`src/rtl/sd_sector_arbiter.sv`:
```
// Two-requester round-robin arbiter in front of a single SD sector io controller.
// Owns the sd_rd/sd_wr handshake, ack synchronisation and the WAIT_ACK timeout.
module sd_sector_arbiter #(
   parameter int unsigned TIMEOUT = 10000000
) (
   input  logic        clk_sys,
   input  logic        reset,
   input  logic [1:0]  req_rd,
   input  logic [1:0]  req_wr,
   input  logic [31:0] req_lba_0,
   input  logic [31:0] req_lba_1,
   output logic [1:0]  req_ack,
   output logic [1:0]  req_err,
   output logic [1:0]  req_buff_wr,
   input  logic [7:0]  req_buff_din_0,
   input  logic [7:0]  req_buff_din_1,
   output logic [31:0] sd_lba,
   output logic        sd_rd,
   output logic        sd_wr,
   input  logic        sd_ack,
   input  logic        sd_buff_wr,
   output logic [7:0]  sd_buff_din,
   output logic        busy,
   output logic        grant
);

   typedef enum logic [1:0] {
      IDLE     = 2'd0,
      WAIT_ACK = 2'd1,
      XFER     = 2'd2,
      RELEASE  = 2'd3
   } state_t;

   localparam logic [23:0] TIMEOUT_LAST = 24'(TIMEOUT - 1);

   state_t      state_q, state_d;
   logic        ack_meta_q, ack_s_q, ack_prev_q;
   logic [23:0] cnt_q, cnt_d;
   logic        sd_rd_q, sd_rd_d;
   logic        sd_wr_q, sd_wr_d;
   logic [31:0] sd_lba_q, sd_lba_d;
   logic        grant_q, grant_d;
   logic        prio_q, prio_d;
   logic [1:0]  req_ack_q, req_ack_d;
   logic [1:0]  req_err_q, req_err_d;
   logic [1:0]  pend;
   logic        sel;
   logic        ack_rise, ack_fall;

   assign pend     = req_rd | req_wr;
   assign ack_rise = ack_s_q & ~ack_prev_q;
   assign ack_fall = ~ack_s_q & ack_prev_q;

   always_ff @(posedge clk_sys or posedge reset) begin
      if (reset) begin
         state_q    <= IDLE;
         ack_meta_q <= 1'b0;
         ack_s_q    <= 1'b0;
         ack_prev_q <= 1'b0;
         cnt_q      <= '0;
         sd_rd_q    <= 1'b0;
         sd_wr_q    <= 1'b0;
         sd_lba_q   <= '0;
         grant_q    <= 1'b0;
         prio_q     <= 1'b0;
         req_ack_q  <= '0;
         req_err_q  <= '0;
      end else begin
         state_q    <= state_d;
         ack_meta_q <= sd_ack;
         ack_s_q    <= ack_meta_q;
         ack_prev_q <= ack_s_q;
         cnt_q      <= cnt_d;
         sd_rd_q    <= sd_rd_d;
         sd_wr_q    <= sd_wr_d;
         sd_lba_q   <= sd_lba_d;
         grant_q    <= grant_d;
         prio_q     <= prio_d;
         req_ack_q  <= req_ack_d;
         req_err_q  <= req_err_d;
      end
   end

   always_comb begin
      state_d   = state_q;
      cnt_d     = '0;
      sd_rd_d   = sd_rd_q;
      sd_wr_d   = sd_wr_q;
      sd_lba_d  = sd_lba_q;
      grant_d   = grant_q;
      prio_d    = prio_q;
      req_ack_d = req_ack_q;
      req_err_d = '0;
      // prio_q names the requester that wins a tie: the one not granted last
      sel       = (pend == 2'b11) ? prio_q : pend[1];

      case (state_q)
         IDLE: begin
            if (|pend) begin
               grant_d  = sel;
               prio_d   = ~sel;
               sd_lba_d = sel ? req_lba_1 : req_lba_0;
               if (req_rd[sel]) sd_rd_d = 1'b1;
               else             sd_wr_d = 1'b1;
               state_d  = WAIT_ACK;
            end
         end
         WAIT_ACK: begin
            cnt_d = cnt_q + 24'd1;
            if (ack_rise) begin
               sd_rd_d            = 1'b0;
               sd_wr_d            = 1'b0;
               req_ack_d[grant_q] = 1'b1;
               state_d            = XFER;
            end else if (cnt_q == TIMEOUT_LAST) begin
               sd_rd_d            = 1'b0;
               sd_wr_d            = 1'b0;
               req_err_d[grant_q] = 1'b1;
               state_d            = RELEASE;
            end
         end
         XFER: begin
            if (ack_fall) begin
               req_ack_d = '0;
               state_d   = RELEASE;
            end
         end
         RELEASE: state_d = IDLE;
         default: state_d = IDLE;
      endcase
   end

   always_comb begin
      req_buff_wr = '0;
      if (state_q == XFER) req_buff_wr[grant_q] = sd_buff_wr;
   end

   assign sd_buff_din = grant_q ? req_buff_din_1 : req_buff_din_0;
   assign busy        = (state_q != IDLE);
   assign grant       = grant_q;
   assign sd_rd       = sd_rd_q;
   assign sd_wr       = sd_wr_q;
   assign sd_lba      = sd_lba_q;
   assign req_ack     = req_ack_q;
   assign req_err     = req_err_q;

endmodule

```
`config.mk`:
```
export PLATFORM = sky130hd
export DESIGN_NAME = sd_sector_arbiter
export DESIGN_NICKNAME = d
export VERILOG_FILES = /design/src/rtl/sd_sector_arbiter.sv
export SDC_FILE = /design/constraint.sdc
export NUM_CORES = 1
export LEC_CHECK = 0
export CAP_MARGIN = 20
export CORE_MARGIN = 3
export CORE_UTILIZATION = 39
export DETAILED_ROUTE_END_ITERATION = 8
export PLACE_DENSITY = 0.75
export SLEW_MARGIN = 5
export SYNTH_ARGS = -nofsm -noshare
export SYNTH_HDL_FRONTEND = slang
export SYNTH_SLANG_ARGS = --single-unit
```
`constraint.sdc`:
```
create_clock -name clk_sys -period 2 [get_ports clk_sys]
set_input_delay 0.2 -clock clk_sys [delete_from_list [all_inputs] [get_ports clk_sys]]
set_output_delay 0.2 -clock clk_sys [all_outputs]
set_load 0.1 [all_outputs]
```
Word level (Yosys, flattened, before mapping)
Cells that the tools add are included.

Bits in registers: 69. Bits of input ports: 88. Output and inout port bits: 50. Word-level logic and storage cells: 74.

Add/subtract/negate cells: 1. $lt $le $gt $ge: 3. Eq/ne operators: 11. Multiplexer cells: 28. Bitwise operators: 8. Reduce and logical (&&, ||, !) cells: 11.

Operators with widths (number): 32-bit 2-to-1 mux (1); 24-bit by 1-bit adder with 24-bit output (second input constant) (1); 24-bit equality test (second input constant) (1); 24-bit 2-to-1 mux (1); 2-bit 2-to-1 mux (10); 1-bit 2-to-1 mux (10); 2-bit != test (second input constant) (5); 8-bit 2-to-1 mux (1); 2-bit one-hot mux with 4 select lines (1); 4-bit AND reduction (2); 2-bit equality test (second input constant) (3); 3-bit AND reduction (2); 2-bit nonzero test (3); 1-bit by 2-bit less-than comparator with 1-bit output (second input constant) (2); 2-bit OR (2); 1-bit one-hot mux with 2 select lines (2); 2-bit one-hot mux with 2 select lines (1); 3-bit != test (second input constant) (1); 1-bit NOT (3); 1-bit AND (2); 2-bit AND (1); 2-bit by 1-bit equality test with 1-bit output (second input constant) (1); 2-bit logical NOT (1); 2-bit AND reduction (1); other kinds (4) (4).

Depth between registers and ports, before layout
Depth after elaboration: 8. Depth in mapped cells: 8.

Worst setup path before layout
OpenSTA, ideal clock, no wires.

Path kind: flip-flop to output port. Start: register grant_q, in the netlist grant. End: output req_buff_wr[1]. Data arrival time: 2176 ps. Required time: 1800 ps. Setup slack: -376 ps. Stages on the path, launching flop included: 3. Cell sequence: dfrtp_1 > buf_1 > and3_1.

Longest elaborated chain between the ends: 6.

RTL lines: start, declared (line 42) `logic grant_q, grant_d;`; start signal, assigned (line 77) `grant_q <= grant_d;`; 1-bit by 2-bit less-than comparator with 1-bit output (implied by the code) / 1-bit greater-or-equal comparator (equally long branches) (line 135) `if (state_q == XFER) req_buff_wr[grant_q] = sd_buff_wr;`; 1-bit logical AND (implied by the code) (line 135); 1-bit 2-to-1 mux (implied by the code) (line 135); 1-bit demux with 1-bit select * (line 135); 2-bit AND (no source line) *; 2-bit 2-to-1 mux * (line 135); end, declared (line 14) `output logic [1:0] req_buff_wr,`.

Mark *: on every way between the ends. The rest lies on a longest branch, timed or not.

Final worst setup path
Start: register cnt_q[0]. End: register cnt_q[20].

Longest elaborated chain between the ends: 2.

RTL lines: start, declared (line 38) `logic [23:0] cnt_q, cnt_d;`; start signal, assigned (line 73) `cnt_q <= cnt_d;`; 24-bit by 1-bit adder with 24-bit output (line 109) `cnt_d = cnt_q + 24'd1;`; 24-bit 2-to-1 mux (line 97) `case (state_q)`; net cnt_d[20] (line 38).

The timed path passes the listed nets, and every way through them passes these cells. A chain may end at the register's enable or synchronous reset.

==> results_dict.tcl <==
set metrics [dict create \
    critPathMaxFanout 9 \
    first_pass_iters 8 \
    grt_pass1_wl_um 15400 \
    worstSkewPairLatency_ns 0.35 \
    root_buffer "clkbuf_8" \
    cp.required_ns 2.27 \
    power.leakage_uw 0.00229 \
    cts_hold_buf 0 \
    fin_worst_skew_ns 0.0150 \
    maxCapViolCount 0 \
    setup_viol 0 \
    synth_most_common_cell "dfrtp_1" \
    grt_use_total_pct 19.7 \
    ir_drop_v 0.00112 \
    die_w_um 98.7 \
    layout-drive-gt1-share_pct 21.4 \
    die_h_um 98.7 \
    grt_max_degree 39 \
    avgSynthCellArea_um2 10.5 \
    layout.nets 550 \
    antenna_found_initial 0 \
    ant_nets 0 \
    dpl.cell_count 552 \
    viasPerCell 5.49 \
    min_period_ns 1.83 \
    postCtsSetupBuffers 0 \
    outcome "finished, final reports clean" \
    floorplan.initialDensity_pct 40.4 \
    coreArea_um2 8300 \
    drc 0 \
    dieArea_um2 9740 \
    wl_um 9760 \
    final_area_um2 5120 \
    clk_pin_slew_ns 0.08 \
    synthTopCellsByArea "dfrtp_1, a222oi_1, inv_1, mux2_2, nand2_1" \
    final_util_pct 61.7 \
    min_path_type "input port to asynchronous set/reset pin" \
    timing.setup.tns_ns 0 \
    synthDistinctLibCells 50 \
    crit_slowest_cell "or4b_1" \
    critPathLaunchType "flop" \
    dpl_cell_area_um2 4920 \
    syn_area_um2 3350 \
    rsz0062_at_grt "false" \
    critPathTopFamily "simple AND/OR/NAND/NOR gates" \
    worst_ep_arrival_time_ns 2.10 \
    io_buffers 137 \
    cts_buffer_depth 2 \
    worstPathCellList "ha_1 -> and4_4 -> nand4_4 -> or4b_1 -> a21oi_1" \
    synth-edff-count 0 \
    cts_buffers 9 \
    drt_first_iter_violations 197 \
    final-instance-count-excl-fill 568 \
    grt_pass1_vias 3104 \
    synthFlopType "dfrtp_1" \
    syn_nets 410 \
    detail_route.wl_per_cell_um 17.2 \
    synthTopCellsByCount "dfrtp_1, inv_1, a222oi_1" \
    maxSlewViolCount 0 \
    via_count 3121 \
    grt_overflow 0 \
    slew_headroom_pct 50.9 \
    insertedDiodeCount 0 \
    hold_violations 0 \
    worst_pin_slew_ns 0.737 \
    hpwl_um 7140 \
    synthCells 318 \
    crit_type "flop to flop" \
    seq_area_frac_synth_pct 51.5 \
    synth_top_area_cell "dfrtp_1" \
    worst_slack_ns 0.170 \
    synth_top_cell_area_share_pct 51.5 \
    ys_ff_latch 69 \
    critPathMaxStageDelay_ns 0.49 \
    end_kind "flop" \
    synth.yosys.warnings 0 \
    pre_cts_ws_ns 0.0601 \
    fin_crit_sh_pct 91.5 \
    power.density_nw_per_um2 1790 \
    cp_num_buf_inv 0 \
    cts_tree "done" \
    area_growth_pct 52.8 \
    gp_congestion 0.828 \
    row_count 33 \
    synth_async_sr_flop_share_pct 100 \
    cts_sinks 69 \
    max_freq_mhz 547 \
    boundaryPins 138 \
    htree_levels 3 \
]
-- area by class of cell --
cell class / instances / area [µm²]
Clock buffer: 10 / 138
Clock inverter: 6 / 62.6
Fill cell: 676 / 3180
Inverter: 41 / 158
Multi-Input combinational cell: 191 / 1430
Sequential cell: 69 / 1730
Tap cell: 105 / 131
Timing Repair Buffer: 146 / 1480
-- what timing repair did --
action | 4_1_cts | 5_1_grt
gates resized for setup | 0 | 2
endpoints found under the hold margin | 0 | 0
setup endpoints to repair | 0 | 2
-- flip-flops by register name, indices dropped and copies added, names as in the netlist, 2 cells and up --
name	cells
sd_lba	32
req_ack	2
state_q	2
req_err	2
cnt_q	24
-- worst register-to-register path, stage by stage (launching register included) --
cell and delay [ns]:
dfrtp_1 0.40, ha_1 0.24, and4_4 0.30, nand4_4 0.17, or4b_1 0.49, a21oi_1 0.16
-- layer usage --
metal / share of wire, % / global-route usage [%]
met5: 0 / 0
met4: 1.3 / 6.30
met3: 5.5 / 4.88
met2: 51 / 33.0
met1: 42 / 25.0
-- report_power, final --
part	switching [µW]	internal, µW
Combinational	4300	1600
Clock	551	608
Sequential	308	1820
Total	5160	4030
-- kinds of logic (layout without fill, tap and decap cells) --
logic type / after synthesis / after routing / share of synthesized area, %
multiplexers: 10 / 10 / 3.32
flip-flops: 69 / 69 / 51.5
XOR/XNOR: 12 / 12 / 3.14
adder cells (fa/ha/maj): 4 / 4 / 1.49
buffers and inverters: 58 / 203 / 6.79
AO/OA/AOI/OAI: 70 / 70 / 17.2
AND/OR/NAND/NOR: 95 / 95 / 16.6
-- through the flow --
| step | power, µW | hold slack (ns) |
|---|---|---|
| 2_1_floorplan | 6540 | 0.231 |
| 3_3_place_gp | 7970 | 0.335 |
| 3_5_place_dp | 8070 | 0.339 |
| 4_1_cts | 9240 | 0.168 |
| 5_1_grt | 9560 | 0.188 |
| 6_report | 9190 | 0.168 |
-- path summary, 6_finish.rpt --
path	cells after the start	end	slack, ns	start
max	5	cnt_q[20]	0.17	cnt_q[0]
min	2	cnt_q[19]	0.17	reset
max reg2reg	5	cnt_q[20]	0.17	cnt_q[0]
min reg2reg	0	ack_s_q	0.35	ack_meta_q
max in group asynchronous	3	sd_lba[20]	1.28	reset
min in group clk_sys	1	ack_meta_q	0.30	sd_ack
-- cell usage in the layout (no fill, tap or decap), drive strengths merged, types with 2 or more instances in the layout --
| cell | n |
|---|---|
| nor4b | 2 |
| nand4 | 9 |
| and4 | 4 |
| mux2 | 9 |
| dfrtp | 69 |
| clkdlybuf4s50 | 87 |
| a21o | 2 |
| or3 | 5 |
| ha | 4 |
| and3 | 3 |
| a211oi | 2 |
| xor2 | 7 |
| buf | 59 |
| a222oi | 32 |
| o21ai | 7 |
| nand3 | 9 |
| or4 | 6 |
| xnor2 | 5 |
| a21oi | 10 |
| nand2 | 17 |
| nand2b | 4 |
| clkbuf | 10 |
| and2 | 3 |
| clkinv | 5 |
| nor2 | 15 |
| o31ai | 6 |
| nor4 | 7 |
| nor3 | 7 |
| inv | 40 |
Power figures use the tool's default switching activity.
